<file path="config.mk">
export PLATFORM = sky130hd
export DESIGN_NAME = gate_settle_timer
export DESIGN_NICKNAME = d
export VERILOG_FILES = /design/src/rtl/gate_settle_timer.sv
export SDC_FILE = /design/constraint.sdc
export NUM_CORES = 1
export LEC_CHECK = 0
export ABC_AREA = 0
export CORE_AREA = 2 2 39 41
export CTS_CLUSTER_DIAMETER = 150
export DETAILED_ROUTE_END_ITERATION = 6
export DIE_AREA = 0 0 41 43
export PLACE_DENSITY = 0.43
export RECOVER_POWER = 25
export SYNTH_ARGS = -nofsm -noshare
export SYNTH_HDL_FRONTEND = slang
export SYNTH_SLANG_ARGS = --single-unit
export TNS_END_PERCENT = 100
</file>
<file path="constraint.sdc">
create_clock -name clk -period 3.3 [get_ports clk]
set_clock_uncertainty 0.15 [all_clocks]
set_input_delay 0.66 -clock clk [delete_from_list [all_inputs] [get_ports clk]]
set_output_delay 0.66 -clock clk [all_outputs]
set_load 0.05 [all_outputs]
</file>
<file path="src/rtl/gate_settle_timer.sv">
// Loadable down-counter that stops at zero.
// Used to hold each vector for a fixed number of cycles.
module gate_settle_timer #(
  parameter int W = 4
) (
  input  logic         clk,
  input  logic         rst,
  input  logic         load,
  input  logic [W-1:0] load_val,
  output logic         zero
);

  logic [W-1:0] cnt;

  always_ff @(posedge clk or posedge rst) begin
    if (rst) begin
      cnt <= '0;
    end else if (load) begin
      cnt <= load_val;
    end else if (cnt != '0) begin
      cnt <= cnt - W'(1);
    end
  end

  assign zero = (cnt == '0);

endmodule

</file>
==> impl_metrics.env <==
export IMPL_run_status="complete, no violations"
export IMPL_seq_power_share=0.348
export IMPL_num_io_pins=8
export IMPL_cp_required_ns=2.49
export IMPL_synth_warning_count=0
export IMPL_timing_max_slew_rel_slack=0.672
export IMPL_netlist_area_leader_share=0.423
export IMPL_cts_tree="built"
export IMPL_slew_viol_final=0
export IMPL_largest_registers="cnt x4"
export IMPL_placementRows=14
export IMPL_timing_setup_tns_ns=0
export IMPL_clock_insertion_delay_worst_skew_ns=0.24
export IMPL_cts_htree_levels=1
export IMPL_logic_gate_share_of_total_power=0.345
export IMPL_cell_area_reported_after_detailed_placement_um2=323
export IMPL_synth_cells=23
export IMPL_power_net_switching_mw=0.0639
export IMPL_synth_fp_nets=31
export IMPL_fp_dieH_um=43
export IMPL_hold_buffers=0
export IMPL_worst_endpoint_arrival_ns=2.04
export IMPL_tritoncts_num_buffers=3
export IMPL_route_antenna_remaining_nets=0
export IMPL_grt_antenna_before_repair=0
export IMPL_cp_top_family="buffers and inverters"
export IMPL_final_design_area_no_fill_um2=345
export IMPL_portBuffers=7
export IMPL_grt_overflow=0
export IMPL_critical_path_peak_fanout=4
export IMPL_slowest_library_cell_on_the_worst_path="sky130_fd_sc_hd__clkdlybuf4s50_1"
export IMPL_ir_worst_vdd_mv=0.147
export IMPL_grt_start_max_net_pins=9
export IMPL_globalRouteTotalUtil=0.0673
export IMPL_tightest_slew_ns=0.491
export IMPL_detailedRoute_firstIterationViolations=5
export IMPL_min_path_type="flop to flop"
export IMPL_cts_resized=0
export IMPL_net_sw_frac=0.315
export IMPL_setup_viol=0
export IMPL_total_leakage_power_nw=0.144
export IMPL_start_kind="flop"
export IMPL_synth_seq_area_share=0.423
export IMPL_min_period_ns=2.85
export IMPL_nets=42
export IMPL_finish_cell_count_without_fillers=48
export IMPL_gp_congestion=0.623
export IMPL_ys_seq_elements=4
export IMPL_synth_distinct_cells=13
export IMPL_clock_power_share=0.307
export IMPL_synth_fa_ha_area_frac=0.0529
export IMPL_final_count_of_hold_timing_violations=0
export IMPL_critical_path_max_stage_delay_ns=0.85
export IMPL_total_buffers_and_inverters_traversed_by_the_critical_path=2
export IMPL_dominant_combinational_cell_family_by_area_after_synthesis="simple AND/OR/NAND/NOR gates"
export IMPL_postCtsSetupBuffers=0
export IMPL_sequential_cell_area_um2=100
export IMPL_fillerInstances=144
export IMPL_post_synth_instance_area_um2=236
export IMPL_numPlacedInstances=45
export IMPL_final_core_util=0.250
export IMPL_synth_compound_area_frac=0.0847
export IMPL_synthMuxAreaShare=0.138
export IMPL_drc=0
export IMPL_detail_route_wl_per_cell_um=9.71
export IMPL_synth_simple_area_share=0.201
export IMPL_grt_pass1_wl_um=745
export IMPL_critical_path_cell_chain="inv_1 > ha_1 > nor3b_4 > clkdlybuf4s50_1"
export IMPL_largest_register="cnt"
export IMPL_synth_xor_xnor_area_share=0.0370
export IMPL_crit_path_end_kind="primary output"
export IMPL_synthTopCellsByArea="sky130_fd_sc_hd__dfrtp_1 42%, sky130_fd_sc_hd__mux2_2 9.5%, sky130_fd_sc_hd__nor3b_4 7.9%"
export IMPL_floorplan_die_area_um2=1760
export IMPL_flow_area_growth_from_synthesis_pct=46.0
export IMPL_design_core_area_um2=1380
export IMPL_achievable_frequency_ghz=0.351
export IMPL_cts_root_buffer="sky130_fd_sc_hd__clkbuf_4"
export IMPL_first_global_vias=201
export IMPL_routed_via_density=3.73
export IMPL_synth_top_cell_by_area="sky130_fd_sc_hd__dfrtp_1"
export IMPL_cellInternalPower_mw=0.139
export IMPL_clockBufferDepth=2
export IMPL_cts_clk_slew_worst_paths_ns=0.04
export IMPL_postSynth_asyncResetShare=1.00
export IMPL_worstSetupPathType="flop to primary output"
export IMPL_largest_register_ff_count=4
export IMPL_multiInputGateArea_um2=121
export IMPL_detail_route_first_pass_iterations=2
export IMPL_syn_mean_instance_area_um2=10.3
export IMPL_number_of_enable_type_register_cells_in_the_synthesized_netlist=0
export IMPL_num_vias=179
export IMPL_power_density_nw_per_um2=588
export IMPL_rsz0062_at_grt="false"
export IMPL_min_period_over_period=0.864
export IMPL_ys_top_cells_by_count="4 x sky130_fd_sc_hd__dfrtp_1, 3 x sky130_fd_sc_hd__inv_1, 3 x sky130_fd_sc_hd__nand2_1"
export IMPL_cap_viol_max_count=0
export IMPL_ratio_of_cells_with_drive_above_1_in_the_final_layout=0.188
export IMPL_die_width_um=41
export IMPL_top_count_cell_post_synth="sky130_fd_sc_hd__dfrtp_1"
export IMPL_start_util=0.171
export IMPL_dominantRegCellSynth="sky130_fd_sc_hd__dfrtp_1"
export IMPL_cts_sink_count=4
export IMPL_antenna_diode_count=0
export IMPL_routed_wl_um=466
-- metrics by stage --
step	power, mW	setup WS (ns)	hold WS (ns)
2_1_floorplan	0.122	1.29	0.276
3_3_place_gp	0.140	0.708	0.519
3_5_place_dp	0.143	0.678	0.519
4_1_cts	0.207	0.422	0.472
5_1_grt	0.218	0.357	0.585
6_report	0.203	0.449	0.519
-- worst min-delay path: stages (launching register included) --
cell,delay [ns]
sky130_fd_sc_hd__dfrtp_1,0.34
sky130_fd_sc_hd__inv_1,0.07
sky130_fd_sc_hd__xnor2_1,0.15
sky130_fd_sc_hd__o21ai_0,0.07
-- final timing paths --
check	slack [ns]	start	to	cells past startpoint
worst max-delay path	0.45	cnt[0]$_DFFE_PP0P_	zero	4
worst min-delay path	0.52	cnt[0]$_DFFE_PP0P_	cnt[0]$_DFFE_PP0P_	3
worst max register to register	1.71	cnt[0]$_DFFE_PP0P_	cnt[1]$_DFFE_PP0P_	5
worst min register to register	0.52	cnt[0]$_DFFE_PP0P_	cnt[0]$_DFFE_PP0P_	3
max in group asynchronous	2.24	rst	cnt[3]$_DFFE_PP0P_	2
min in group asynchronous	0.60	rst	cnt[2]$_DFFE_PP0P_	2
-- cells by family after synthesis --
group,count (synthesis)
mux,3
simple gates,7
xor+xnor,1
compound gates,3
flops,4
fa+ha+maj,1
buf+inv,4
-- routing by layer --
metal  global-route usage  vias to the layer above  part of all wire
met1               0.0871                       75              0.50
met2               0.0781                        7              0.41
met3               0.0314                        0             0.084
met4               0.0600                        0                 0
li1                     -                       97                 -
met5                    0                        -                 0
-- layout by cell type, fill, tap and decap left out --
cell	instances
sky130_fd_sc_hd__a221o_1	1
sky130_fd_sc_hd__ha_1	1
sky130_fd_sc_hd__nor3b_4	1
sky130_fd_sc_hd__nor3_1	2
sky130_fd_sc_hd__clkdlybuf4s50_1	6
sky130_fd_sc_hd__inv_1	3
sky130_fd_sc_hd__mux2i_1	1
sky130_fd_sc_hd__nor3b_1	1
sky130_fd_sc_hd__mux2_2	2
sky130_fd_sc_hd__dfrtp_1	4
sky130_fd_sc_hd__o21ai_0	2
sky130_fd_sc_hd__dlygate4sd3_1	1
sky130_fd_sc_hd__xnor2_1	1
sky130_fd_sc_hd__clkbuf_4	3
sky130_fd_sc_hd__nand2_1	3
-- power groups by stage --
stage	Clock [mW]	Combinational [mW]	Sequential, mW
final	0.0624	0.0701	0.0706
after global routing	0.0683	0.0776	0.0723
after CTS	0.0644	0.0717	0.0710
after detailed placement	0	0.0714	0.0717
after global placement	0	0.0695	0.0708
after floorplan	0	0.0532	0.0693
-- cell type report --
| type | count | area share |
|---|---|---|
| Tap cell | 16 | 0.0580 |
| Clock buffer | 3 | 0.0652 |
| Timing Repair Buffer | 7 | 0.203 |
| Inverter | 3 | 0.0326 |
| Sequential cell | 4 | 0.290 |
| Multi-Input combinational cell | 15 | 0.351 |
Note: power is estimated with default switching activity, not from simulation.
